File: src/rtl/sobel_stream_filter.sv
// Streaming 3x3 Sobel edge filter: raster pixels in, saturated |Gx|+|Gy| out after a fixed 2-cycle pipeline.
// Optional macro SOBEL_THRESHOLD_EN turns the magnitude into a binary edge map against `threshold`.
module sobel_stream_filter #(
  parameter int IMG_WIDTH  = 8,
  parameter int IMG_HEIGHT = 8,
  parameter int PIX_W      = 8
) (
  input  logic             clk,
  input  logic             rst_n,
  input  logic             start,
  input  logic [PIX_W-1:0] pixel_in,
  input  logic             pixel_valid,
  input  logic [PIX_W-1:0] threshold,
  output logic [PIX_W-1:0] pixel_out,
  output logic             pixel_out_valid,
  output logic             done
);

  localparam int CW = $clog2(IMG_WIDTH);
  localparam int RW = $clog2(IMG_HEIGHT);
  localparam int GW = PIX_W + 4;
  localparam logic [CW-1:0]    COL_LAST = CW'(IMG_WIDTH - 1);
  localparam logic [RW-1:0]    ROW_LAST = RW'(IMG_HEIGHT - 1);
  localparam logic [PIX_W-1:0] PIX_MAX  = {PIX_W{1'b1}};

  typedef enum logic [1:0] {
    IDLE  = 2'd0,
    RUN   = 2'd1,
    FLUSH = 2'd2,
    DONE  = 2'd3
  } state_t;

  state_t            state_r, state_next_s;
  logic [CW-1:0]     col_r;
  logic [RW-1:0]     row_r;
  logic              accept_s, last_pix_s;
  logic              win_valid_r, grad_valid_r;
  logic [PIX_W-1:0]  lb0_r [IMG_WIDTH];
  logic [PIX_W-1:0]  lb1_r [IMG_WIDTH];
  logic [PIX_W-1:0]  win_r [3][3];
  logic signed [GW-1:0] gx_s, gy_s, gx_r, gy_r;
  logic [PIX_W-1:0]  result_s;

  function automatic logic signed [GW-1:0] ext(input logic [PIX_W-1:0] p);
    return signed'({4'b0000, p});
  endfunction

  function automatic logic [PIX_W-1:0] sat_mag(input logic signed [GW-1:0] gx,
                                               input logic signed [GW-1:0] gy);
    logic [GW-1:0] ax, ay, sum;
    ax  = gx[GW-1] ? GW'(-gx) : GW'(gx);
    ay  = gy[GW-1] ? GW'(-gy) : GW'(gy);
    sum = ax + ay;
    if (sum > {4'b0000, PIX_MAX}) begin
      return PIX_MAX;
    end else begin
      return sum[PIX_W-1:0];
    end
  endfunction

  assign accept_s   = (state_r == RUN) && pixel_valid;
  assign last_pix_s = accept_s && (col_r == COL_LAST) && (row_r == ROW_LAST);

  // Next-state logic; FLUSH waits until only the output stage may still hold data.
  always_comb begin
    state_next_s = state_r;
    case (state_r)
      IDLE:  if (start) state_next_s = RUN; else state_next_s = IDLE;
      RUN:   if (last_pix_s) state_next_s = FLUSH; else state_next_s = RUN;
      FLUSH: if (!win_valid_r && !grad_valid_r) state_next_s = DONE; else state_next_s = FLUSH;
      DONE:  state_next_s = IDLE;
      default: state_next_s = IDLE;
    endcase
  end

  // Gradients of the registered window; row 0 is the oldest image row.
  always_comb begin
    gx_s = (ext(win_r[0][2]) + (ext(win_r[1][2]) <<< 1) + ext(win_r[2][2]))
         - (ext(win_r[0][0]) + (ext(win_r[1][0]) <<< 1) + ext(win_r[2][0]));
    gy_s = (ext(win_r[2][0]) + (ext(win_r[2][1]) <<< 1) + ext(win_r[2][2]))
         - (ext(win_r[0][0]) + (ext(win_r[0][1]) <<< 1) + ext(win_r[0][2]));
  end

`ifdef SOBEL_THRESHOLD_EN
  // Binary edge decision on the saturated magnitude.
  always_comb begin
    result_s = {PIX_W{1'b0}};
    if (sat_mag(gx_r, gy_r) >= threshold) begin
      result_s = PIX_MAX;
    end else begin
      result_s = {PIX_W{1'b0}};
    end
  end
`else
  logic unused_threshold_s;
  assign unused_threshold_s = ^threshold;

  // Plain saturated magnitude.
  always_comb begin
    result_s = sat_mag(gx_r, gy_r);
  end
`endif

  // Control state, counters, pipeline valid flags and registered outputs.
  always_ff @(posedge clk) begin
    if (!rst_n) begin
      state_r         <= IDLE;
      col_r           <= {CW{1'b0}};
      row_r           <= {RW{1'b0}};
      win_valid_r     <= 1'b0;
      grad_valid_r    <= 1'b0;
      pixel_out       <= {PIX_W{1'b0}};
      pixel_out_valid <= 1'b0;
      done            <= 1'b0;
    end else begin
      state_r <= state_next_s;
      if ((state_r == IDLE) && start) begin
        col_r <= {CW{1'b0}};
        row_r <= {RW{1'b0}};
      end else if (accept_s) begin
        if (col_r == COL_LAST) begin
          col_r <= {CW{1'b0}};
          row_r <= row_r + RW'(1);
        end else begin
          col_r <= col_r + CW'(1);
        end
      end
      // Only interior windows (full 3x3 inside one row band) produce output.
      win_valid_r     <= accept_s && (row_r >= RW'(2)) && (col_r >= CW'(2));
      grad_valid_r    <= win_valid_r;
      pixel_out_valid <= grad_valid_r;
      if (grad_valid_r) begin
        pixel_out <= result_s;
      end
      done <= (state_next_s == DONE);
    end
  end

  // Line buffers and window advance only on accepted pixels; gradient stage is free-running.
  always_ff @(posedge clk) begin
    if (accept_s) begin
      lb0_r[col_r] <= lb1_r[col_r];
      lb1_r[col_r] <= pixel_in;
      for (int i = 0; i < 3; i++) begin
        win_r[i][0] <= win_r[i][1];
        win_r[i][1] <= win_r[i][2];
      end
      win_r[0][2] <= lb0_r[col_r];
      win_r[1][2] <= lb1_r[col_r];
      win_r[2][2] <= pixel_in;
    end
    if (win_valid_r) begin
      gx_r <= gx_s;
      gy_r <= gy_s;
    end
  end

endmodule

File: config.mk
export PLATFORM = sky130hd
export DESIGN_NAME = sobel_stream_filter
export DESIGN_NICKNAME = d
export VERILOG_FILES = /design/src/rtl/sobel_stream_filter.sv
export SDC_FILE = /design/constraint.sdc
export NUM_CORES = 1
export LEC_CHECK = 0
export CAP_MARGIN = 20
export CELL_PAD_IN_SITES_DETAIL_PLACEMENT = 1
export CELL_PAD_IN_SITES_GLOBAL_PLACEMENT = 1
export CORE_MARGIN = 2
export CORE_UTILIZATION = 53
export CTS_CLUSTER_DIAMETER = 30
export CTS_CLUSTER_SIZE = 14
export DETAILED_ROUTE_END_ITERATION = 6
export PLACE_DENSITY = 0.84
export SYNTH_ARGS = -nofsm -noshare
export SYNTH_HDL_FRONTEND = slang
export SYNTH_SLANG_ARGS = --single-unit
File: constraint.sdc
create_clock -name clk -period 5.5 [get_ports clk]
set_input_delay 0.55 -clock clk [delete_from_list [all_inputs] [get_ports clk]]
set_output_delay 0.55 -clock clk [all_outputs]
set_load 0.02 [all_outputs]
Yosys cells after proc, flatten, opt, wreduce, memory -nomap -nowiden --
Memory sizes are Yosys's and may differ from the RTL's. A register that Yosys moved wholly into a read port is not among the register bits. Cells that the tools add are included.
Cells by class: $add $sub $neg 15, multipliers 0, div/mod/pow operators 0, order comparisons 3, equal/unequal tests 6, shift operators 0, mux-type cells 14, bitwise gates (word level) 1, reductions and logical operators 12
Operators by type and width (count):
- adder 10 x 8 -> 11 bit | 4
- adder 8 x 9 -> 10 bit | 4
- 2-to-1 mux 12 bit | 2
- negation 12 bit | 2
- subtractor 11 x 11 -> 12 bit | 2
- 2-to-1 mux 3 bit | 5
- adder 12 bit | 1
- greater-than comparator 12 x 8 -> 1 bit, second input constant | 1
- 2-to-1 mux 8 bit | 1
- one-hot mux 2 bit (4 select lines) | 1
- logical AND 1 bit | 7
- adder 3 x 1 -> 3 bit, second input constant | 2
- == test 2 bit, second input constant | 3
- == test 3 bit, second input constant | 2
- greater-or-equal comparator 3 x 2 -> 1 bit, second input constant | 2
- 2-to-1 mux 1 bit | 4
- == test 2 x 1 -> 1 bit, second input constant | 1
- logical NOT 1 bit | 2
- logical NOT 2 bit | 1
- 2-to-1 mux 2 bit | 1
- AND reduction 2 bit | 1
- OR reduction 2 bit | 1
- inverter 1 bit | 1
Storage, ports and cells: bits in registers 44, bits in latches 0, RAM bits 200, ROM bits 0, input bits 20, output and inout bits 10, word-level logic and storage cells 64, memories 3
Memory list:
- win_r | depth 3, bits a word 24, rd ports 3, clocked after Yosys merged registers in 0, write ports 3, line 40 | logic [PIX_W-1:0] win_r [3][3];
- lb0_r | depth 8, bits a word 8, rd ports 1, clocked after Yosys merged registers in 1, write ports 1, line 38 | logic [PIX_W-1:0] lb0_r [IMG_WIDTH];
- lb1_r | depth 8, bits a word 8, rd ports 1, clocked after Yosys merged registers in 1, write ports 1, line 39 | logic [PIX_W-1:0] lb1_r [IMG_WIDTH];

Longest topological paths before layout --
Gate-level depths: netlist of the first run.
word-level depth 7, gate-level depth with buffers 16, mapped depth without buffers 16

Least setup slack after synthesis of the first run --
Ideal clock, no wire load.
kind in2reg, from in pixel_valid, to mem lb0_r[5][0], enable pin, setup time 413 ps, data arrival time 3653 ps, path slack 1434 ps, cell stages on the path 6, buffers on the path 1, cell sequence nand2_1 > or2_2 > clkbuf_1 > clkinv_1 > nand2_1 > nor3b_1
Between the ends: cells in the longest elaborated chain, start to end 3
RTL lines:
- start, declared | line 12 | input logic pixel_valid,
- logical AND 1 bit | line 61 | assign accept_s = (state_r == RUN) && pixel_valid;
- named net accept_s | line 36 | logic accept_s, last_pix_s;
- 2-to-1 mux 1 bit | line 141 | if (accept_s) begin
- 2-to-1 mux 1 bit (not written as such) | line 142 | lb0_r[col_r] <= lb1_r[col_r];
- end, declared | line 38
The timed path passes the listed nets, and every way through them passes these cells.

==> results of run 1 <==
[layout make-up]
cell class | instances | area, µm² | area share (%)
sequential | 247 | 7190 | 52.1
multi-input combinational | 364 | 4110 | 29.7
clock buffer | 50 | 1130 | 8.21
inverter | 97 | 364 | 2.64
tap | 280 | 350 | 2.54
timing repair buffer | 30 | 338 | 2.45
clock inverter | 29 | 325 | 2.36
[cells in the mapped netlist (3+ instances only)]
library cell | instances | area (µm²)
mux2_2 | 16 | 180
xnor2_1 | 26 | 228
a21oi_1 | 35 | 175
a21boi_0 | 3 | 22.5
nor3_1 | 6 | 30.0
ha_1 | 41 | 513
nor2_1 | 12 | 45.0
a21o_1 | 11 | 82.6
clkbuf_1 | 10 | 37.5
fa_1 | 63 | 1260
xor2_1 | 12 | 105
o21ai_0 | 27 | 135
buf_1 | 5 | 18.8
inv_1 | 96 | 360
nor2b_1 | 4 | 25.0
nand3_1 | 3 | 15.0
nand2_1 | 23 | 86.3
o31ai_1 | 7 | 52.6
mux4_2 | 32 | 721
nand2b_1 | 5 | 31.3
dfxtp_1 | 23 | 460
edfxtp_1 | 224 | 6730
[per-layer routing]
metal	wire, µm	part of all wire, %	GRT usage [%]	vias to the layer above
li1	-	-	-	2773
met1	10300	40	28.3	3296
met2	13600	53	40.6	176
met3	1150	4.5	4.27	56
met4	704	2.7	8.59	0
met5	0	0	0	-
[through the flow]
| step | util (%) | instances | worst slack (ns) |
|---|---|---|---|
| after floorplan | - | 723 | 1.43 |
| after global placement | 56.5 | 1015 | 1.54 |
| after detailed placement | 56.5 | 1015 | 1.31 |
| after CTS | 63.3 | 1094 | 1.27 |
| after global routing | 63.7 | 1097 | 1.09 |
| final | 63.7 | 1097 | 1.29 |
[worst reg2reg max path: stages, from the launching register on]
cell      delay (ns)
edfxtp_1        0.43
inv_1           0.10
fa_1            0.53
inv_1           0.06
fa_1            0.50
fa_1            0.62
inv_1           0.07
ha_1            0.29
a21o_1          0.18
a21oi_1         0.28
o21ai_0         0.16
a21oi_1         0.26
o21ai_0         0.18
a21o_1          0.20
a21oi_1         0.18
[flip-flops by register name, indices dropped and copies added, names as in the netlist, named ones only]
name and cells:
pixel_out_valid 1, pixel_out 8, win_valid_r 1, state_r 2, grad_valid_r 1, gy_r 12, gx_r 12, col_r 3
win_r 72, row_r 3, lb1_r 64, lb0_r 64, done 1
[power by group]
part / switching, mW / total, mW / internal (mW)
Combinational: 0.357 / 0.629 / 0.272
Sequential: 0.0200 / 2.14 / 2.12
Clock: 0.961 / 2.65 / 1.68
[worst min-delay path by stage]
stage | to | slack (ns) | start | depth (start not counted)
CTS | win_r[0][45] | 0.42 | win_r[0][37] | 0
global placement | win_r[0][42] | 0.40 | win_r[0][34] | 0
floorplan | win_r[0][40] | 0.40 | win_r[0][32] | 0
global route | win_r[0][43] | 0.44 | win_r[0][35] | 0
detailed placement | win_r[0][42] | 0.41 | win_r[0][34] | 0
finish | win_r[0][40] | 0.42 | win_r[0][32] | 0
[logic make-up (layout without fill, tap and decap cells)]
kind of cell / after synthesis / count (layout) / synth area share [%]
xor gates and xnor gates: 38 / 38 / 2.86
AOI/OAI and AO/OA: 101 / 101 / 5.43
and+or+nand+nor: 72 / 72 / 3.40
adders and majority gates: 104 / 104 / 15.2
DFF: 247 / 247 / 61.7
buffers and inverters: 112 / 206 / 3.61
muxes: 49 / 49 / 7.82
==> PnR_summary.wiki, run 1 <==
{| class="wikitable"
! Metric !! Value
|-
| Outcome || complete, no violations
|-
| Area of the placeable core || about 22000 µm²
|-
| Synth warnings || 0
|-
| Detailed Route WL || 25700 µm
|-
| Via count || about 6.3k
|-
| Max Transition Viols Final || 0
|-
| Sink Count || 247
|-
| Upper clock frequency limit || about 240 MHz
|-
| Post-route minimum period || 4.21 ns
|-
| Initial standard-cell utilization of the core || about 54%
|-
| Detailed Route Iter0 Violations || 413
|-
| Post-synth EDFFs || ~220
|-
| Horiz. Die Dim || about 150 µm
|-
| CTS tree || built
|-
| Boundary pin count || 30
|-
| Post-CTS Hold Fix Bufs || 0
|-
| Area of the mapped netlist || 11700 µm²
|-
| Proportion of register bits with asynchronous set or reset after synthesis || 0%
|-
| Syn Inst Count || slightly above 700
|-
| Most common cell after layout, fill and taps aside || edfxtp_1
|-
| Buffer levels on the longest clock path || 3
|-
| Synth-to-Final Area Change || 18.5%
|-
| Final period util || approximately three quarters
|-
| Buffers plus inverters on the worst setup path || 3
|-
| Mean number of vias per cell || around 5.7
|-
| Drc violations || 0
|-
| Smallest hold slack || 0.422 ns
|-
| Depth of the critical timing path with buffers and inverters included || 14
|-
| Detailed-routing iteration count for the pre-antenna-repair pass || 4
|-
| Number of global-route vias before repair || between 7k and 8k
|-
| Sort of element at the start of the critical path || register
|-
| Number of gates resized after cts || 0
|-
| Slowest stage cell, crit path || fa_1
|-
| Arrival time worst endpoint || between 4 and 5 ns
|-
| Maximum clock skew at final layout || about 0.02 ns
|-
| Top FF cell, synth || edfxtp_1
|-
| Largest net degree at the start of global routing || 79
|-
| Diodes inserted || 0
|-
| Kind of cell adding the most delay to the critical path || adder cells
|-
| CP Class || register to register
|-
| Post-CTS Setup Inserts || 0
|-
| Worst-path fanout max || 3
|-
| Num CTS Buffers || 43
|-
| Share of synthesized area occupied by flip-flops and latches || around 62%
|-
| Class of the worst hold path || register to register
|-
| Distinct cells, synth || 51
|-
| Final hold viol count || 0
|-
| NumNets Final || 907
|-
| Post-Route Setup TNS || 0 ns
|-
| Cell area after layout || approximately 14000 µm²
|-
| Reg-to-reg startpoint || win_r[0][2]
|-
| Number of placement rows || 54
|-
| Ratio of total power to cell area || around 390 nW/µm²
|-
| Routed wirelength normalized by instance count || around 23 µm
|-
| Antenna-violating nets left || 0
|-
| Total Power Consumption || between 5 and 6 mW
|-
| Leakage || between 5 and 6 nW
|-
| HPWL after detailed placement || around 16000 µm
|-
| Commonest non-fill, non-tap cells in the layout || 224 x edfxtp_1, 96 x inv_1, 63 x fa_1
|-
| Crit-path max cell delay || between 0.6 and 0.7 ns
|-
| CTS H-tree lvls || 2
|-
| Data required time of the critical path || 5.87 ns
|-
| Die Ht || between 150 and 200 µm
|-
| Full die area || 23200 µm²
|-
| Clock-pin slew on the worst setup and hold paths || around 0.050 ns
|-
| Global router's overall resource usage || a little under a quarter
|-
| Fraction of final layout cells sized beyond drive strength 1 || a little under a fifth
|-
| Slew at the pin closest to its max-slew limit || 1.10 ns
|-
| Endpoint type of the worst setup path || register
|-
| FILL cells || ~1.9k
|-
| Last weighted congestion value of the routability-driven placer || between 0.7 and 0.8
|-
| Global-route wire length before repair || between 40000 and 50000 µm
|-
| Number of synthesized register bits || 247
|-
| Reg2reg setup slack || around 1.3 ns
|-
| Termination of the worst setup path || gy_r[10]
|-
| Synth Net Count || 847
|-
| Endpoint of the most critical register-to-register path || gy_r[10]
|-
| Max cap viols || 0
|-
| Number of antenna violations at the first check in global routing || 0
|-
| Worst voltage drop across the vdd grid || between 0.2 and 0.3 mV
|-
| Buffers added on ports || 21
|-
| Placed inst area || 12300 µm²
|-
| Length in cells of the worst reg-to-reg path || 14
|-
| Remaining global-route overflow || 0
|-
| Syn Area/Cell || 16.1 µm²
|-
| Cell Chain, Critical Path || inv_1 -> fa_1 -> inv_1 -> fa_1 -> fa_1 -> inv_1 -> ha_1 -> a21o_1 -> a21oi_1 -> o21ai_0 -> a21oi_1 -> o21ai_0 -> a21o_1 -> a21oi_1
|-
| Relative slew margins || 26.9%
|-
| # setup viols final || 0
|-
| Root Driver || clkbuf_16
|-
| RSZ-0062 raised after global routing || no
|-
| Beginning of the critical path || win_r[0][2]
|-
| Source-to-sink clock delay at the later pin of the worst-skew pair || ~0.55 ns
|}
No activity file was read; power rests on OpenSTA's default activity.
==> run 2: changes to the inputs <==
- CORE_UTILIZATION: 53 -> 48
- PLACE_DENSITY: 0.84 -> 0.81
- clock period: 5.5 -> 3.4 ns (I/O delays scaled with it)
==> PnR_summary.wiki, run 2 (synthesized netlist as in run 1, its figures left out) <==
{| class="wikitable"
! Metric !! Value
|-
| Reg2reg setup slack || -0.47 ns
|-
| Final core utilization || just over 60%
|-
| Beginning of the critical path || win_r[0][66]
|-
| Final hold viol count || 0
|-
| Clock-pin slew on the worst setup and hold paths || ~0.050 ns
|-
| NumNets Final || 970
|-
| Detailed Route WL || between 20000 and 30000 µm
|-
| Endpoint type of the worst setup path || register
|-
| Violations in the final reports || setup timing
|-
| RSZ-0062 raised after global routing || yes
|-
| Slowest stage cell, crit path || fa_2
|-
| Global router's overall resource usage || around 22%
|-
| Number of antenna violations at the first check in global routing || 0
|-
| Worst-path fanout max || 2
|-
| Source-to-sink clock delay at the later pin of the worst-skew pair || approximately 0.55 ns
|-
| Horiz. Die Dim || about 160 µm
|-
| Initial standard-cell utilization of the core || about 48%
|-
| Slew at the pin closest to its max-slew limit || a little under 1 ns
|-
| Length in cells of the worst reg-to-reg path || 16
|-
| Buffers added on ports || 21
|-
| Depth of the critical timing path with buffers and inverters included || 16
|-
| Largest net degree at the start of global routing || ~80
|-
| Detailed Route Iter0 Violations || 310
|-
| Cell Chain, Critical Path || buf_6 -> inv_4 -> fa_1 -> inv_2 -> fa_1 -> inv_2 -> fa_2 -> inv_2 -> fa_2 -> nor2b_4 -> o21ai_2 -> a21boi_2 -> o21ai_2 -> nand2b_1 -> a31o_4 -> xor2_1
|-
| Number of placement rows || between 50 and 60
|-
| Maximum clock skew at final layout || 0.0199 ns
|-
| Antenna-violating nets left || 0
|-
| Num CTS Buffers || 46
|-
| Clock network power share || 48.3%
|-
| Cell repeated most along the worst path || inv_2
|-
| Placed insts || 1096
|-
| Outcome || complete, but fails checks
|-
| Routed wirelength normalized by instance count || 23.6 µm
|-
| Final setup slack of the worst path || -0.467 ns
|-
| Area of the placeable core || 24100 µm²
|-
| Kind of cell adding the most delay to the critical path || adder cells
|-
| Post-route minimum period || 3.87 ns
|-
| Final period util || 114%
|-
| Drc violations || 0
|-
| Number of global-route vias before repair || ~7.8k
|-
| Worst voltage drop across the vdd grid || about 0.52 mV
|-
| Ratio of total power to cell area || roughly 670 nW/µm²
|-
| Largest regs || win_r x72, lb0_r x64, lb1_r x64
|-
| Termination of the worst setup path || gx_r[9]
|-
| Buffers plus inverters on the worst setup path || 5
|-
| Leakage || roughly 5.4 nW
|-
| Arrival time worst endpoint || just over 4 ns
|-
| Relative slew margins || a little over a third
|-
| CTS H-tree lvls || 2
|-
| Upper clock frequency limit || 259 MHz
|-
| Crit-path max cell delay || 0.59 ns
|-
| Data required time of the critical path || around 3.7 ns
|-
| Boundary pin count || 30
|-
| Portion of total power attributed to sequential cells || a little over a third
|-
| Global-route wire length before repair || 43100 µm
|-
| Endpoint of the most critical register-to-register path || gx_r[9]
|-
| Switching power share of the total || about 25%
|-
| Switch Pwr || around 2.5 mW
|-
| Die Ht || roughly 160 µm
|-
| CTS tree || built
|-
| Remaining global-route overflow || 0
|-
| Root Driver || clkbuf_16
|-
| Mean number of vias per cell || approximately 5.5
|-
| Sink Count || about 250
|-
| CP Class || register to register
|-
| Max cap viols || 0
|-
| Non-filler cells in the finished layout || around 1.2k
|-
| Int Pwr || approximately 7.3 mW
|-
| Full die area || about 26000 µm²
|-
| Largest register by flop count || win_r
|-
| Reg-to-reg startpoint || win_r[0][66]
|-
| Detailed-routing iteration count for the pre-antenna-repair pass || 5
|-
| Max Transition Viols Final || 0
|-
| Commonest non-fill, non-tap cells in the layout || 224 x edfxtp_1, 82 x inv_1, 59 x fa_1
|-
| Most common cell after layout, fill and taps aside || edfxtp_1
|-
| Via count || 6665
|-
| Class of the worst hold path || register to register
|-
| Sort of element at the start of the critical path || register
|-
| Synth-to-Final Area Change || 26.5%
|-
| Gate power share || about 16%
|-
| Last weighted congestion value of the routability-driven placer || between 0.8 and 0.9
|-
| HPWL after detailed placement || ~16000 µm
|-
| FILL cells || 2204
|-
| # setup viols final || 16
|-
| Fraction of final layout cells sized beyond drive strength 1 || a little under a third
|-
| Diodes inserted || 0
|-
| Max reg flops || around 70
|-
| Buffer levels on the longest clock path || 3
|}
-- run 2: cell types whose count changed in the layout (fill, tap and decap cells not counted), moves of 10 or more --
cell     before  now
a21oi_1      35   25
a21oi_2       0   10
buf_4         6   57
buf_6         0   10
inv_1        96   82
inv_2         1   12
o21ai_0      27   13
o21ai_2       0   10
-- run 2: metrics by stage --
stage	setup TNS, ns	area, µm²	power, mW	hold WS, ns	setup slack (ns)
6_report	-5.16	14700	9.81	0.418	-0.467
5_1_grt	-7.95	14700	10.1	0.422	-0.580
4_1_cts	-4.46	14500	9.71	0.417	-0.434
3_5_place_dp	-4.29	12600	4.74	0.409	-0.364
3_3_place_gp	-1.66	12600	4.64	0.404	-0.215
2_1_floorplan	-0.146	11700	4.30	0.400	-0.0692
-- run 2: layer usage --
metal	vias to the layer above	GRT usage (%)	part of all wire (%)
li1	2897	-	-
met4	0	8.48	3.7
met2	188	41.1	55
met5	-	0	0
met1	3492	25.3	37
met3	88	4.49	4.3
-- run 2: worst register-to-register path: cells and delay by family, from the launching register on --
kind | cells | cell delay [ns]
simple gates | 2 | 0.25
fa+ha+maj | 4 | 2.05
compound gates | 4 | 0.52
buf+inv | 5 | 0.32
flops | 1 | 0.40
xor+xnor | 1 | 0.06
-- run 2: how the worst min path moves through the flow --
stage / cells past startpoint / endpoint / slack [ns] / start
2_1_floorplan: 0 / win_r[0][40] / 0.40 / win_r[0][32]
3_3_place_gp: 0 / win_r[0][46] / 0.40 / win_r[0][38]
3_5_place_dp: 0 / win_r[0][47] / 0.41 / win_r[0][39]
4_1_cts: 0 / win_r[0][47] / 0.42 / win_r[0][39]
5_1_grt: 0 / win_r[0][47] / 0.42 / win_r[0][39]
6_report: 0 / win_r[0][47] / 0.42 / win_r[0][39]
-- run 2: power groups by stage --
| stage | Clock, mW | Combinational, mW | Sequential [mW] |
|---|---|---|---|
| 6_report | 4.74 | 1.60 | 3.47 |
| 5_1_grt | 4.93 | 1.72 | 3.47 |
| 4_1_cts | 4.81 | 1.42 | 3.47 |
| 3_5_place_dp | 0 | 1.22 | 3.53 |
| 3_3_place_gp | 0 | 1.12 | 3.52 |
| 2_1_floorplan | 0 | 0.790 | 3.51 |
-- run 2: final cells by class --
| cell class | count | area [µm²] | share of cell area, % |
|---|---|---|---|
| flip-flops and latches | 247 | 7190 | 48.7 |
| multi-input cells | 364 | 4350 | 29.5 |
| clock buffers | 59 | 1270 | 8.62 |
| repair buffers | 90 | 791 | 5.36 |
| well taps | 324 | 405 | 2.75 |
| clock inverters | 27 | 374 | 2.54 |
| inverters | 97 | 370 | 2.51 |
-- run 2: what timing repair did --
action / 4_1_cts / 5_1_grt
setup buffers: 19 / 12
hold buffers: 0 / 0
endpoints found under the setup margin: 22 / 24
resized for setup: 31 / 46
pin swaps: 31 / 37
==> run 3: changes to the inputs <==
- PLACE_DENSITY: 0.81 -> 0.82
==> PnR_summary.wiki, run 3 (synthesized netlist as in run 1, its figures left out) <==
{| class="wikitable"
! Metric !! Value
|-
| Outcome || complete, but fails checks
|-
| Violations in the final reports || setup timing
|-
| Post-Route Setup TNS || -3.40 ns
|-
| HPWL after detailed placement || around 16000 µm
|-
| Cell repeated most along the worst path || fa_2
|-
| Synth-to-Final Area Change || 25.8%
|-
| Horiz. Die Dim || between 150 and 200 µm
|-
| Mean number of vias per cell || roughly 5.4
|-
| Worst slack after detailed placement || -0.426 ns
|-
| Antenna-violating nets left || 0
|-
| Post-route minimum period || 3.75 ns
|-
| Sink Count || ~250
|-
| Smallest hold slack || around 0.42 ns
|-
| Buffer levels on the longest clock path || 3
|-
| Num CTS Buffers || between 40 and 50
|-
| Detailed Route Iter0 Violations || 309
|-
| Upper clock frequency limit || roughly 270 MHz
|-
| Number of placement rows || 57
|-
| Global router's overall resource usage || 20.5%
|-
| Area of the placeable core || 24100 µm²
|-
| Boundary pin count || 30
|-
| Max reg flops || about 70
|-
| Instance count along the most critical hold path || 0
|-
| Source-to-sink clock delay at the later pin of the worst-skew pair || about 0.55 ns
|-
| # setup viols final || 15
|-
| Max cap viols || 0
|-
| CP Class || register to register
|-
| Worst voltage drop across the vdd grid || just over 0.5 mV
|-
| Number of global-route vias before repair || approximately 7.5k
|-
| Cell Chain, Critical Path || buf_6 -> fa_1 -> inv_2 -> fa_2 -> fa_2 -> fa_2 -> nor2b_2 -> o21ai_2 -> a21boi_2 -> o21ai_1 -> nand2b_1 -> a31o_2 -> xor2_1
|-
| Arrival time worst endpoint || 4.11 ns
|-
| Detailed Route WL || about 26000 µm
|-
| Most common cell after layout, fill and taps aside || edfxtp_1
|-
| CTS tree || built
|-
| Routed wirelength normalized by instance count || approximately 21 µm
|-
| Final period util || 110%
|-
| Final hold viol count || 0
|-
| Non-filler cells in the finished layout || about 1.2k
|-
| Largest register by flop count || win_r
|-
| Drc violations || 0
|-
| Remaining global-route overflow || 0
|-
| Length in cells of the worst reg-to-reg path || 13
|-
| Placed insts || 1098
|-
| Max Transition Viols Final || 0
|-
| Data required time of the critical path || roughly 3.8 ns
|-
| Last weighted congestion value of the routability-driven placer || just over 0.8
|-
| Number of antenna violations at the first check in global routing || 0
|-
| Slew at the pin closest to its max-slew limit || around 1 ns
|-
| Full die area || 25500 µm²
|-
| Slowest stage cell, crit path || fa_1
|-
| Final setup slack of the worst path || -0.354 ns
|-
| Diodes inserted || 0
|-
| Worst-path fanout max || 2
|-
| Class of the worst hold path || register to register
|-
| Endpoint type of the worst setup path || register
|-
| Largest net degree at the start of global routing || slightly below 80
|-
| Sort of element at the start of the critical path || register
|-
| Ratio of total power to cell area || ~650 nW/µm²
|-
| Crit-path max cell delay || about 0.54 ns
|-
| Post-CTS Hold Fix Bufs || 0
|-
| RSZ-0062 raised after global routing || yes
|-
| Root Driver || clkbuf_16
|-
| Global-route wire length before repair || about 40000 µm
|-
| Commonest non-fill, non-tap cells in the layout || 224 x edfxtp_1, 81 x inv_1, 57 x buf_4
|-
| Clock-pin slew on the worst setup and hold paths || about 0.05 ns
|-
| Largest regs || win_r x72, lb0_r x64, lb1_r x64
|-
| Die Ht || between 150 and 200 µm
|-
| Buffers added on ports || 21
|-
| Detailed-routing iteration count for the pre-antenna-repair pass || 4
|-
| Fraction of final layout cells sized beyond drive strength 1 || between 30% and 40%
|-
| Maximum clock skew at final layout || between 0.02 and 0.025 ns
|-
| Leakage || ~5.4 nW
|-
| CTS H-tree lvls || 2
|-
| Relative slew margins || between 30% and 40%
|-
| Initial standard-cell utilization of the core || 48.3%
|-
| NumNets Final || ~970
|-
| Via count || approximately 6.5k
|}
-- run 3: changes by cell type in the layout (fill, tap and decap cells not counted), sizes merged --
cell	delta
buf	-5
bufinv	-4
clkinv	-2
inv	+8
-- run 3: final timing paths --
kind | slack (ns) | to | startpoint
max | -0.35 | gy_r[9] | win_r[0][66]
min | 0.42 | win_r[0][47] | win_r[0][39]
max reg2reg | -0.35 | gy_r[9] | win_r[0][66]
min reg2reg | 0.42 | win_r[0][47] | win_r[0][39]
-- run 3: cell type report --
| cell class | count | area, µm² |
|---|---|---|
| fill | 2210 | 9440 |
| sequential | 247 | 7190 |
| multi-input combinational | 364 | 4390 |
| clock buffer | 59 | 1280 |
| timing repair buffer | 85 | 726 |
| tap | 324 | 405 |
| inverter | 97 | 365 |
| clock inverter | 29 | 303 |
-- run 3: power by group --
group	internal [mW]	leakage (nW)	switching (mW)
combinational	0.726	2.42	0.799
sequential	3.44	2.22	0.0327
clock	2.89	0.770	1.63
-- run 3: metrics by stage --
step	area, µm²	util, %	power, mW
floorplan	11700	-	4.30
global placement	12600	52.5	4.64
detailed placement	12600	52.5	4.73
CTS	14400	59.7	9.47
global route	14700	60.8	9.86
finish	14700	60.8	9.52
-- run 3: what timing repair did --
item,4_1_cts,5_1_grt
buffers inserted,13,14
pin swaps,22,45
cloned,0,0
setup endpoints to repair,22,25
gates resized for setup,27,52
hold endpoints to repair,0,0
-- run 3: per-layer routing --
layer | share of wire [%] | global-route usage [%] | wire length, µm | vias to the layer above
met5 | 0 | 0 | 0 | -
met4 | 3.3 | 7.58 | 843 | 0
met3 | 3.5 | 3.45 | 915 | 72
met2 | 55 | 38.2 | 14100 | 157
met1 | 38 | 23.7 | 9900 | 3362
li1 | - | - | - | 2906
-- run 3: critical path, delay by kind of cell, from the launching register on --
kind / cells / cell delay [ns]
compound gates: 4 / 0.53
xor+xnor: 1 / 0.20
fa+ha+maj: 4 / 1.96
buf+inv: 2 / 0.20
simple gates: 2 / 0.27
flops: 1 / 0.43
